$ cat src/rtl/ps2_pkt_pkg.sv
// ps2_pkt_pkg: shared state type and default parameters for the PS/2 packet framer
package ps2_pkt_pkg;

    typedef enum logic {HUNT, COLLECT} framer_state_t;

    localparam int PKT_BYTES_DEF = 3;
    localparam int SYNC_BIT_DEF  = 3;
    localparam int TIMEOUT_DEF   = 1000;
    localparam int DROP_CNT_W    = 16;

endpackage

$ cat src/rtl/ps2_gap_timer.sv
// ps2_gap_timer: counts consecutive idle cycles and pulses expire on the TIMEOUT-th one
module ps2_gap_timer
    import ps2_pkt_pkg::*;
#(
    parameter int TIMEOUT = TIMEOUT_DEF
) (
    input  logic clk,
    input  logic resetn,
    input  logic run,
    input  logic clear,
    output logic expire
);

    // TIMEOUT=0 still keeps a 1-bit counter, pinned at zero, so the ports stay live
    localparam int W = (TIMEOUT == 0) ? 1 : $clog2(TIMEOUT + 1);

    logic [W-1:0] cnt;

    assign expire = (TIMEOUT != 0) && run && (cnt == W'(TIMEOUT - 1));

    always_ff @(posedge clk) begin
        if (!resetn || clear || expire || TIMEOUT == 0)
            cnt <= '0;
        else if (run)
            cnt <= cnt + W'(1);
    end

endmodule

$ cat src/rtl/ps2_packet_framer.sv
// ps2_packet_framer: aligns strobed bytes into PKT_BYTES packets using a sync bit in byte 0
module ps2_packet_framer
    import ps2_pkt_pkg::*;
#(
    parameter int PKT_BYTES = PKT_BYTES_DEF,
    parameter int SYNC_BIT  = SYNC_BIT_DEF,
    parameter int TIMEOUT   = TIMEOUT_DEF
) (
    input  logic                   clk,
    input  logic                   resetn,
    input  logic [7:0]             din,
    input  logic                   din_valid,
    output logic [8*PKT_BYTES-1:0] pkt_data,
    output logic                   pkt_valid,
    output logic                   err_timeout,
    output logic [DROP_CNT_W-1:0]  drop_cnt
);

    localparam int W  = 8 * PKT_BYTES;
    localparam int IW = $clog2(PKT_BYTES);

    framer_state_t  state, state_n;
    logic [IW-1:0]  idx;
    logic [W-1:0]   asm_q;
    logic [W-1:0]   shifted;
    logic           start, drop, take, last, expire;

    // Exactly PKT_BYTES shifts happen per packet, so stale bytes are always pushed out
    assign shifted = {asm_q[W-9:0], din};

    always_comb begin
        start   = (state == HUNT) && din_valid && din[SYNC_BIT];
        drop    = (state == HUNT) && din_valid && !din[SYNC_BIT];
        take    = (state == COLLECT) && din_valid;
        last    = take && (idx == IW'(PKT_BYTES - 1));
        state_n = start ? COLLECT : (last || expire) ? HUNT : state;
    end

    always_ff @(posedge clk) begin
        if (!resetn)
            state <= HUNT;
        else
            state <= state_n;
    end

    always_ff @(posedge clk) begin
        if (!resetn) begin
            idx         <= '0;
            asm_q       <= '0;
            pkt_data    <= '0;
            pkt_valid   <= 1'b0;
            err_timeout <= 1'b0;
            drop_cnt    <= '0;
        end else begin
            idx         <= start ? IW'(1) : (last || expire) ? '0 : take ? idx + IW'(1) : idx;
            asm_q       <= (start || take) ? shifted : asm_q;
            pkt_data    <= last ? shifted : pkt_data;
            pkt_valid   <= last;
            err_timeout <= expire;
            drop_cnt    <= (drop && drop_cnt != '1) ? drop_cnt + DROP_CNT_W'(1) : drop_cnt;
        end
    end

    ps2_gap_timer #(.TIMEOUT(TIMEOUT)) u_gap (
        .clk    (clk),
        .resetn (resetn),
        .run    ((state == COLLECT) && !din_valid),
        .clear  ((state == HUNT) || take),
        .expire (expire)
    );

endmodule

$ cat config.mk
export PLATFORM = sky130hd
export DESIGN_NAME = ps2_packet_framer
export DESIGN_NICKNAME = d
export VERILOG_FILES = /design/src/rtl/ps2_pkt_pkg.sv /design/src/rtl/ps2_gap_timer.sv /design/src/rtl/ps2_packet_framer.sv
export SDC_FILE = /design/constraint.sdc
export NUM_CORES = 1
export LEC_CHECK = 0
export CAP_MARGIN = 20
export CORE_MARGIN = 1
export CORE_UTILIZATION = 25
export DETAILED_ROUTE_END_ITERATION = 8
export SLEW_MARGIN = 20
export SYNTH_ARGS = -nofsm -noshare
export SYNTH_HDL_FRONTEND = slang
export SYNTH_HIERARCHICAL = 1
export SYNTH_SLANG_ARGS = --single-unit
$ cat constraint.sdc
create_clock -name clk -period 4.7 [get_ports clk]
set_input_delay 0.94 -clock clk [delete_from_list [all_inputs] [get_ports clk]]
set_output_delay 0.94 -clock clk [all_outputs]
set_load 0.01 [all_outputs]
==> qor.yml <==
placement:
  place_ws_ns: 1.40
  hpwlAfterDp_um: 4640
  routabilityCongestion: 0.758
  portBuffers: 52
cts:
  cts_sinks: 71
  numCtsBuffers: 9
  cts_hold_repair.buffers: 0
  postCtsSetupRepairBufs: 0
  htree_levels: 3
  clk_latency_ns: 0.33
  path_clk_slew_ns: 0.06
  root_buffer: "clkbuf_16"
  clockBufferDepth: 2
  post_cts_resized: 0
  cts_tree: "yes"
worst_setup_path:
  worst-path-buf-inv: 1
  critPathMaxFanout: 13
  crit_required_ns: 4.95
  rrSetupSlack_ns: 2.57
  critPathLaunchType: "input port"
  crit_type: "in -> reg"
  crit_family: "simple AND/OR/NAND/NOR gates"
  cp_slowest_cell: "clkdlybuf4s50_1"
  setup.worst_path.end_class: "flop"
  critPathMaxStageDelay_ns: 0.64
  crit_arrival_ns: 3.23
  crit_chain: "clkdlybuf4s50_1 > or3b_4 > or3_1 > or4_1 > a21oi_1"
floorplanning:
  die_w_um: 110
  row_count: 38
  pin_count: 53
  start_util_pct: 26.2
  core-area_um2: 11100
  die_y_um: 110
  dieArea_um2: 12000
global_routing:
  overflow: 0
  grt_max_degree: 56
  grt_first_pass_wirelength_um: 11600
  antenna_found_initial: 0
  grt_pass1_vias: 2442
  track_usage_pct: 12.5
sta:
  max_freq_ghz: 0.335
  rsz0062_at_grt: "no"
  setup_violations: 0
  hold_violations: 0
  slew_headroom_pct: 39.9
  worst_pin_slew_ns: 0.900
  finalClockSkew_ns: 0.00795
  post-route-period-util_pct: 63.4
  holdWs_ns: 0.453
  min_period_ns: 2.98
  worst_slack_ns: 1.72
  slew_viol_final: 0
  setup_tns_ns: 0
synthesis:
  synth_edf_count: 0
  yosys.area.top_type: "dfxtp_1"
  synthCells: 359
  ys_seq_elements: 71
  ys_seq_area_share_pct: 49.0
  synth_cell_type_count: 41
  yosysMostFrequentCell: "nand2_1"
  synth_top_area_share_pct: 49.0
  async_flop_share_pct: 0
  syn_nets: 373
  synth.area.top_cells: "dfxtp_1 49%, nand2_1 13%, a21oi_1 9.3%"
  synth.avg_cell_area_um2: 8.08
  synth_ff_type: "dfxtp_1"
  synth_common_cells: "97 x nand2_1, 71 x dfxtp_1, 54 x a21oi_1"
  synth_warnings: 6
  synthesis.area_um2: 2900
detailed_routing:
  drcViolationCount: 0
  ant_nets: 0
  vias_per_cell: 4.72
  avgRoutedWirePerCell_um: 12.6
  drt-initial-drc-count: 114
  routed_wl_um: 6910
  drt_first_pass_iters: 4
  via_count: 2587
power:
  p_switching_uw: 314
  clock_power_share_pct: 52.8
  intPower_uw: 1100
  power.density_nw_per_um2: 368
  p_leak_uw: 0.00123
  pwr-share-comb_pct: 3.6
  irDropWorstVdd_uv: 171
  switching_share_pct: 22.2
  seqPwrFrac_pct: 43.6
hold_path:
  min_path_type: "reg -> reg"
flow_run:
  drv_cap: 0
outcome:
  status: "completed"
layout:
  num-nets-final: 417
  num-fill-cells: 1151
  antenna_cells: 0
  synthToLayoutAreaGrowth_pct: 32.8
  drive_gt1_share_pct: 5.39
power by group through the flow:
stage               sequential (µW)  combinational (µW)  clock (µW)
floorplan                       628                33.7           0
global placement                630                51.0           0
detailed placement              630                51.1           0
CTS                             617                51.7         767
global route                    618                58.1         791
finish                          617                51.1         748
cell families (layout without fill, tap and decap cells):
group	Yosys count	in the layout	synth area share, %
mux	5	5	1.73
xor+xnor	6	6	1.81
buf+inv	25	74	3.88
compound gates	76	76	14.3
fa+ha+maj	3	3	1.29
simple gates	173	173	28.0
flops	71	71	49.0
registers in the layout, summed over array words and instances (netlist names):
register,count
pkt_data,24
asm_q,16
drop_cnt,16
u_gap/cnt,10
idx,2
err_timeout,1
pkt_valid,1
state,1
final timing paths:
kind                                   from           end  cells past startpoint
worst min-delay path            pkt_data[7]   pkt_data[7]                      2
worst max register to register        state  drop_cnt[11]                      4
worst min register to register  pkt_data[7]   pkt_data[7]                      2
worst max-delay path              din_valid  drop_cnt[11]                      5
metal layers:
layer / share of wire, % / global-route usage [%] / vias to the layer above
met3: 4.9 / 3.62 / 7
met5: 0 / 0 / -
met4: 1.2 / 4.86 / 0
met2: 45 / 19.4 / 52
li1: - / - / 1325
met1: 49 / 16.3 / 1203
tightest hold or removal path, cell delays in order (launching register included):
cell and delay [ns]:
dfxtp_1 0.30, nand2_1 0.05, a21oi_1 0.05
cell type report:
class | count | area [µm²] | area share (%)
well taps | 140 | 175 | 4.55
repair buffers | 53 | 528 | 13.7
multi-input cells | 263 | 1380 | 35.8
flip-flops and latches | 71 | 1420 | 36.9
clock inverters | 7 | 103 | 2.66
inverters | 5 | 18.8 | 0.487
clock buffers | 9 | 225 | 5.85
per-stage QoR:
| stage | util, % | total power, µW | cells | area [µm²] |
|---|---|---|---|---|
| 2_1_floorplan | - | 662 | 359 | 2900 |
| 3_3_place_gp | 31.7 | 681 | 532 | 3510 |
| 3_5_place_dp | 31.7 | 681 | 532 | 3510 |
| 4_1_cts | 34.6 | 1440 | 548 | 3840 |
| 5_1_grt | 34.8 | 1470 | 548 | 3850 |
| 6_report | 34.8 | 1420 | 548 | 3850 |
cell usage in the layout (no fill, tap or decap), types with 6 or more instances in the layout:
cell type         n
a21oi_1          54
clkbuf_16         9
clkdlybuf4s50_1  52
dfxtp_1          71
nand2_1          97
nand3_1          10
nand4_1           7
nor2_1           16
o21ai_0           7
o31ai_1           6
or3_1            10
or4_1             6
(Power assumes the default switching activity.)
